### src/rtl/inst_rx_pkg.sv
// Shared definitions for the instruct receive path.
// The PCM receiver and the instruct RX control block both use them.
//   rx_state_t    : receiver FSM encoding (HUNT / PAYLOAD)
//   INST_MAX_BITS : width of the assembled instruction word
//   LEN_CLAMP     : effective length used when cfg_ins_length is 0 or too large
//   clamp_len()   : maps cfg_ins_length onto the effective frame length
package inst_rx_pkg;

    typedef enum logic {
        HUNT    = 1'b0,
        PAYLOAD = 1'b1
    } rx_state_t;

    localparam int INST_MAX_BITS = 512;
    localparam int LEN_W         = 10;   // holds 1..512
    localparam logic [LEN_W-1:0] LEN_CLAMP = 10'd512;

    function automatic logic [LEN_W-1:0] clamp_len(input logic [15:0] len);
        if (len == 16'd0 || len > 16'(INST_MAX_BITS)) begin
            return LEN_CLAMP;
        end
        return len[LEN_W-1:0];
    endfunction

endpackage

### src/rtl/inst_sync_det.sv
// Frame sync hunter: shifts each qualified bit into a SYNC_WIDTH-bit register
// (MSB received first) and flags a match once at least SYNC_WIDTH bits have
// arrived since the last clear.
//   clk_sys   : system clock
//   rst       : synchronous active-high reset
//   clr       : synchronous clear of shift register and fill counter
//   bit_valid : strobe qualifying bit_in
//   bit_in    : received bit
//   sync_word : pattern to match
//   sync_hit  : combinational, high in the strobe cycle that completes a match
module inst_sync_det #(
    parameter int SYNC_WIDTH = 32
) (
    input  logic                  clk_sys,
    input  logic                  rst,
    input  logic                  clr,
    input  logic                  bit_valid,
    input  logic                  bit_in,
    input  logic [SYNC_WIDTH-1:0] sync_word,
    output logic                  sync_hit
);

    localparam int FILL_W = $clog2(SYNC_WIDTH + 1);
    localparam logic [FILL_W-1:0] FILL_FULL = FILL_W'(SYNC_WIDTH);

    logic [SYNC_WIDTH-1:0] sreg;
    logic [SYNC_WIDTH-1:0] sreg_nxt;
    logic [FILL_W-1:0]     fill;
    logic [FILL_W-1:0]     fill_nxt;

    // Truncating the concatenation drops the oldest bit; also works for width 1.
    assign sreg_nxt = SYNC_WIDTH'({sreg, bit_in});
    assign fill_nxt = (fill == FILL_FULL) ? fill : fill + 1'b1;

    // The comparison includes the bit arriving this cycle.
    assign sync_hit = bit_valid && !clr && (fill_nxt == FILL_FULL) && (sreg_nxt == sync_word);

    always_ff @(posedge clk_sys) begin
        if (rst || clr) begin
            sreg <= '0;
            fill <= '0;
        end else if (bit_valid) begin
            sreg <= sreg_nxt;
            fill <= fill_nxt;
        end
    end

endmodule

### src/rtl/inst_pcm2rx.sv
// PCM-to-instruction receiver. Hunts for the sync word, then assembles
// len_eff payload bits MSB-first into a 512-bit word.
//   clk_sys           : system clock
//   rst               : synchronous active-high reset
//   cfg_rx_en         : receiver enable, low forces HUNT and drops partial frames
//   cfg_sync_word     : sync pattern, MSB received first
//   cfg_ins_length    : payload length in bits (0 or >512 means 512)
//   pcm_rx_bit        : received bit
//   pcm_rx_bit_valid  : strobe qualifying pcm_rx_bit
//   pcm_rx_data       : last completed instruction, first payload bit in [511]
//   pcm_rx_data_valid : one-cycle pulse on frame completion
//   pcm_rx_err        : one-cycle pulse on payload bit-gap timeout
//   pcm_rx_busy       : registered copy of (state == PAYLOAD); doubles as FSM state view
//
// Handshake: pcm_rx_bit is consumed in every cycle where pcm_rx_bit_valid is
// high; there is no back-pressure. pcm_rx_data_valid is a single-cycle pulse
// with no ready, and pcm_rx_data stays stable until the next completion.
module inst_pcm2rx
    import inst_rx_pkg::*;
#(
    parameter int U_DLY       = 1,
    parameter int SYNC_WIDTH  = 32,
    parameter int TIMEOUT_CYC = 4096
) (
    input  logic                     clk_sys,
    input  logic                     rst,
    input  logic                     cfg_rx_en,
    input  logic [SYNC_WIDTH-1:0]    cfg_sync_word,
    input  logic [15:0]              cfg_ins_length,
    input  logic                     pcm_rx_bit,
    input  logic                     pcm_rx_bit_valid,
    output logic [INST_MAX_BITS-1:0] pcm_rx_data,
    output logic                     pcm_rx_data_valid,
    output logic                     pcm_rx_err,
    output logic                     pcm_rx_busy
);

    localparam int GAP_W = $clog2(TIMEOUT_CYC);
    localparam logic [GAP_W-1:0] GAP_LIMIT = GAP_W'(TIMEOUT_CYC - 1);

    // Register delay is modelled as zero in this synthesizable form.
    if (U_DLY < 0) begin : g_u_dly_unused
    end

    rx_state_t              state;
    logic [8:0]             bit_cnt;
    logic [LEN_W-1:0]       len_lat;
    logic [GAP_W-1:0]       gap_cnt;
    logic [INST_MAX_BITS-1:0] asm_buf;
    logic [INST_MAX_BITS-1:0] buf_wr;
    logic                   sync_hit;
    logic                   sync_clr;
    logic                   last_bit;

    // The hunter only runs in HUNT; holding it cleared elsewhere also gives the
    // "cleared on return to HUNT" behaviour for free.
    assign sync_clr = (state == PAYLOAD) || !cfg_rx_en;

    inst_sync_det #(
        .SYNC_WIDTH (SYNC_WIDTH)
    ) u_sync_det (
        .clk_sys   (clk_sys),
        .rst       (rst),
        .clr       (sync_clr),
        .bit_valid (pcm_rx_bit_valid),
        .bit_in    (pcm_rx_bit),
        .sync_word (cfg_sync_word),
        .sync_hit  (sync_hit)
    );

    // Buffer with the current bit merged in, so the last bit reaches the output.
    always_comb begin
        buf_wr = asm_buf;
        buf_wr[9'd511 - bit_cnt] = pcm_rx_bit;
    end

    assign last_bit = ({1'b0, bit_cnt} == (len_lat - 1'b1));

    always_ff @(posedge clk_sys) begin
        if (rst) begin
            state             <= HUNT;
            bit_cnt           <= '0;
            len_lat           <= LEN_CLAMP;
            gap_cnt           <= '0;
            asm_buf           <= '0;
            pcm_rx_data       <= '0;
            pcm_rx_data_valid <= 1'b0;
            pcm_rx_err        <= 1'b0;
            pcm_rx_busy       <= 1'b0;
        end else begin
            pcm_rx_data_valid <= 1'b0;
            pcm_rx_err        <= 1'b0;
            if (!cfg_rx_en) begin
                state       <= HUNT;
                bit_cnt     <= '0;
                gap_cnt     <= '0;
                pcm_rx_busy <= 1'b0;
            end else begin
                case (state)
                    HUNT: begin
                        if (sync_hit) begin
                            state       <= PAYLOAD;
                            pcm_rx_busy <= 1'b1;
                            bit_cnt     <= '0;
                            gap_cnt     <= '0;
                            asm_buf     <= '0;
                            len_lat     <= clamp_len(cfg_ins_length);
                        end
                    end
                    PAYLOAD: begin
                        if (pcm_rx_bit_valid) begin
                            // A strobe at the gap limit still counts as on time.
                            gap_cnt <= '0;
                            if (last_bit) begin
                                pcm_rx_data       <= buf_wr;
                                pcm_rx_data_valid <= 1'b1;
                                state             <= HUNT;
                                pcm_rx_busy       <= 1'b0;
                            end else begin
                                asm_buf <= buf_wr;
                                bit_cnt <= bit_cnt + 1'b1;
                            end
                        end else if (gap_cnt == GAP_LIMIT) begin
                            pcm_rx_err  <= 1'b1;
                            state       <= HUNT;
                            pcm_rx_busy <= 1'b0;
                            gap_cnt     <= '0;
                        end else begin
                            gap_cnt <= gap_cnt + 1'b1;
                        end
                    end
                    default: state <= HUNT;
                endcase
            end
        end
    end

endmodule
### config.mk
export PLATFORM = sky130hd
export DESIGN_NAME = inst_pcm2rx
export DESIGN_NICKNAME = d
export VERILOG_FILES = /design/src/rtl/inst_rx_pkg.sv /design/src/rtl/inst_sync_det.sv /design/src/rtl/inst_pcm2rx.sv
export SDC_FILE = /design/constraint.sdc
export NUM_CORES = 2
export LEC_CHECK = 0
export CELL_PAD_IN_SITES_DETAIL_PLACEMENT = 1
export CELL_PAD_IN_SITES_GLOBAL_PLACEMENT = 1
export CORE_MARGIN = 2
export CORE_UTILIZATION = 43
export DETAILED_ROUTE_END_ITERATION = 8
export PLACE_DENSITY = 0.85
export SLEW_MARGIN = 10
export SYNTH_ARGS = -nofsm -noshare
export SYNTH_HDL_FRONTEND = slang
export SYNTH_HIERARCHICAL = 1
export SYNTH_SLANG_ARGS = --single-unit
### constraint.sdc
create_clock -name clk_sys -period 3.55 [get_ports clk_sys]
set_input_delay 0.355 -clock clk_sys [delete_from_list [all_inputs] [get_ports clk_sys]]
set_output_delay 0.355 -clock clk_sys [all_outputs]
set_load 0.02 [all_outputs]
==> impl_metrics.tcl <==
set metrics [dict create \
    slew_headroom_pct 18.59 \
    worst_ep_arrival_time_ps 3990 \
    design_power_total_mw 25.65 \
    chipHeight_um 338.0 \
    layout.cells.most_common "dfxtp_1" \
    post_detailed_route_drc_marker_count 0 \
    critical_path.startpoint "len_lat[0]" \
    place.port_buffers 567 \
    clock_latency_ps 730 \
    via_count 39650 \
    critical_path.max_fanout 63 \
    track_usage_pct 28.08 \
    worst-setup-path-type "flop to flop" \
    synthesis.instances 5483 \
    max-clock-path-buffers 3 \
    syn-mean-instance-area_um2 8.748 \
    sequential_to_total_area_share_from_yosys_stat_pct 45.74 \
    maxCapViolCount 0 \
    globalplace.congestion 0.8067 \
    utilization_pct 53.75 \
    cp.required_ps 4170 \
    timing_hold_violations_final 0 \
    cts_made_buffers 116 \
    drtPass1Iterations 5 \
    grt_max_degree 194 \
    synth.cell_area_mm2 0.04797 \
    fin_nets 5984 \
    post_cts_setup_bufs 0 \
    number_of_global_route_vias_before_repair 42360 \
    peakVddDrop_mv 0.3756 \
    setup_slack_ps 176.6 \
    yosys_warnings 6 \
    totalNegativeSetupSlack_ps 0 \
    antenna_found_initial 1 \
    clock_tree_from_tritoncts "yes" \
    dieArea_mm2 0.1142 \
    cts.htree.levels 3 \
    fmax_ghz 0.2964 \
    detailedRoute.firstIterationViolations 2274 \
    drive_gt1_share_pct 5.751 \
    place.detailed.hpwl_mm 107.7 \
    report.final.slew_viol_count 0 \
    initial_core_util_pct 43.34 \
    outcome "finished clean" \
    fin_crit_sh_pct 95.02 \
    core.rowCount 122 \
    rsz0062_at_grt "false" \
    fin_skew_ps 29.29 \
    worstRegToRegCells 12 \
    synth_enable_flop_cells 0 \
    r2r_setup_slk_ps 180 \
    worst_r2r_endpoint "asm_buf[49]" \
    tightest_slew_ps 1217 \
    layout-area-overhead-vs-synth_pct 24.01 \
    timing.hold.ws_ps 95.94 \
    leak_nw 20.46 \
    antenna_left 0 \
    finalCriticalPeriod_ps 3373 \
    cts.root.buffer_cell "clkbuf_16" \
    timing.hold.worst_endpoint "pcm_rx_data[9]" \
    ios 568 \
    post_drt_via_cell_ratio 5.283 \
    syn-num-nets 5544 \
    final_cell_mix "dfxtp_1, mux2i_1, nand2_1" \
    globalRoute.totalOverflow 0 \
    yosys_most_used_dff "dfxtp_1" \
    post_synth_num_cell_types 51 \
    worst_setup_hold_path_clk_slew_ps 60 \
    cts.sink_count 1096 \
    die_w_um 338.0 \
    dpl_worst_slack_ps 108.7 \
    routed_wirelength_mm 164.4 \
    wire_per_inst_um 21.91 \
    core_mm2 0.1107 \
    grt_pass1_wl_mm 249.6 \
    finalSetupViolations 0 \
    power_density_mw_per_mm2 431.2 \
    cts_hold_buffers 0 \
    ys_seq_elements 1096 \
    worst_hold_path.num_cells 2 \
    kind_of_capture_point_of_the_worst_setup_path "flop" \
    timing.hold.worst.start "rst" \
    timing.rr.start "len_lat[0]" \
    hold_class "input pin to flop" \
    worstSetupStartpointType "flop" \
    synthArstFlopShare_pct 0 \
]
-- logic make-up (layout without fill, tap and decap cells) --
kind of cell,count (synthesis),count (layout),synth area share [%]
flip-flops,1096,1096,45.74
AND/OR/NAND/NOR,1787,1787,17.28
other,0,1,0
XOR/XNOR,60,60,1.096
AO/OA/AOI/OAI,567,567,6.177
buffers and inverters,908,1441,7.439
multiplexers,1057,1057,22.06
adder cells (fa/ha/maj),8,8,0.2087
-- power by group --
group / leakage (nW) / switching (mW) / internal [mW]
clock network: 1.94 / 5.34 / 7.51
logic: 9.69 / 0.363 / 0.132
registers: 8.82 / 0.00193 / 12.3
total: 20.5 / 5.71 / 19.9
-- state kept, by name (all words and copies together), names as in the netlist --
signal / count
asm_buf: 512
bit_cnt: 9
gap_cnt: 12
len_lat: 10
pcm_rx_busy: 1
pcm_rx_data: 512
pcm_rx_data_valid: 1
pcm_rx_err: 1
state: 1
u_sync_det/fill: 6
u_sync_det/sreg: 31
-- Yosys cell counts (all sizes together), types with 2 or more instances --
library cell  instances  share of area [%]
dfxtp              1096                 46
mux2i              1057                 22
nand2               788                6.2
o21ai               522                5.4
inv                 521                4.1
nor2b               521                6.8
nor2                374                2.9
clkbuf              268                2.1
buf                 118                1.3
xor2                 43               0.79
xnor2                17               0.31
and2                 16               0.21
nand3                13               0.14
nor3                 13               0.14
nor4                 12               0.19
and3                 11               0.15
nand4                11               0.14
a22oi                10               0.16
ha                    8               0.21
nand2b                8               0.10
a21oi                 7              0.073
a31oi                 4              0.052
o2111ai               4              0.086
o211ai                4              0.063
or2                   4              0.052
or4                   4              0.063
a211oi                3              0.047
a21o                  3              0.047
nor3b                 3              0.047
o21bai                3              0.047
or3                   3              0.039
nand3b                2              0.031
nor4b                 2              0.050
-- worst max path at each step --
| stage | to | slack [ps] | cells past startpoint |
|---|---|---|---|
| 5_1_grt | asm_buf[313] | 10 | 15 |
| 4_1_cts | pcm_rx_data[77] | 50 | 12 |
| 6_report | asm_buf[49] | 180 | 12 |
| 2_1_floorplan | len_lat[9] | 330 | 12 |
| 3_3_place_gp | asm_buf[82] | 220 | 14 |
| 3_5_place_dp | pcm_rx_data[315] | 110 | 12 |
-- per-stage QoR --
step | area [µm²] | std cells
2_1_floorplan | 47970 | 5483
3_3_place_gp | 55440 | 7293
3_5_place_dp | 55440 | 7293
4_1_cts | 59450 | 7504
5_1_grt | 59480 | 7505
6_report | 59480 | 7505
-- cell type report --
cell class / instances / area (µm²)
Fill cell: 12590 / 51190
Multi-Input combinational cell: 3479 / 22510
Sequential cell: 1096 / 21940
Timing Repair Buffer: 708 / 7192
Clock buffer: 168 / 3358
Inverter: 522 / 1959
Tap cell: 1488 / 1862
Clock inverter: 43 / 653.1
Antenna cell: 1 / 2.502
-- metal layers --
metal | GRT usage (%) | vias up | routed length (µm)
li1 | - | 18440 | -
met1 | 33.17 | 19750 | 67280
met2 | 48.56 | 1060 | 79900
met3 | 3.924 | 399 | 7399
met4 | 16.45 | 0 | 9865
met5 | 0 | - | 0
-- timing repair --
item,CTS,global route
gates resized for setup,0,6
setup endpoints to repair,0,502
endpoints found under the hold margin,0,0
-- worst max-delay path: stages, from the launching register on --
cell and delay, ps:
dfxtp_1 490, inv_1 90, ha_1 310, xnor2_1 170, a21o_1 180, o21ai_1 200
o2111ai_2 260, buf_4 240, o41ai_4 500, buf_12 260, buf_12 310, nand2_1 100
o21ai_0 100
Note: power is estimated with default switching activity, not from simulation.
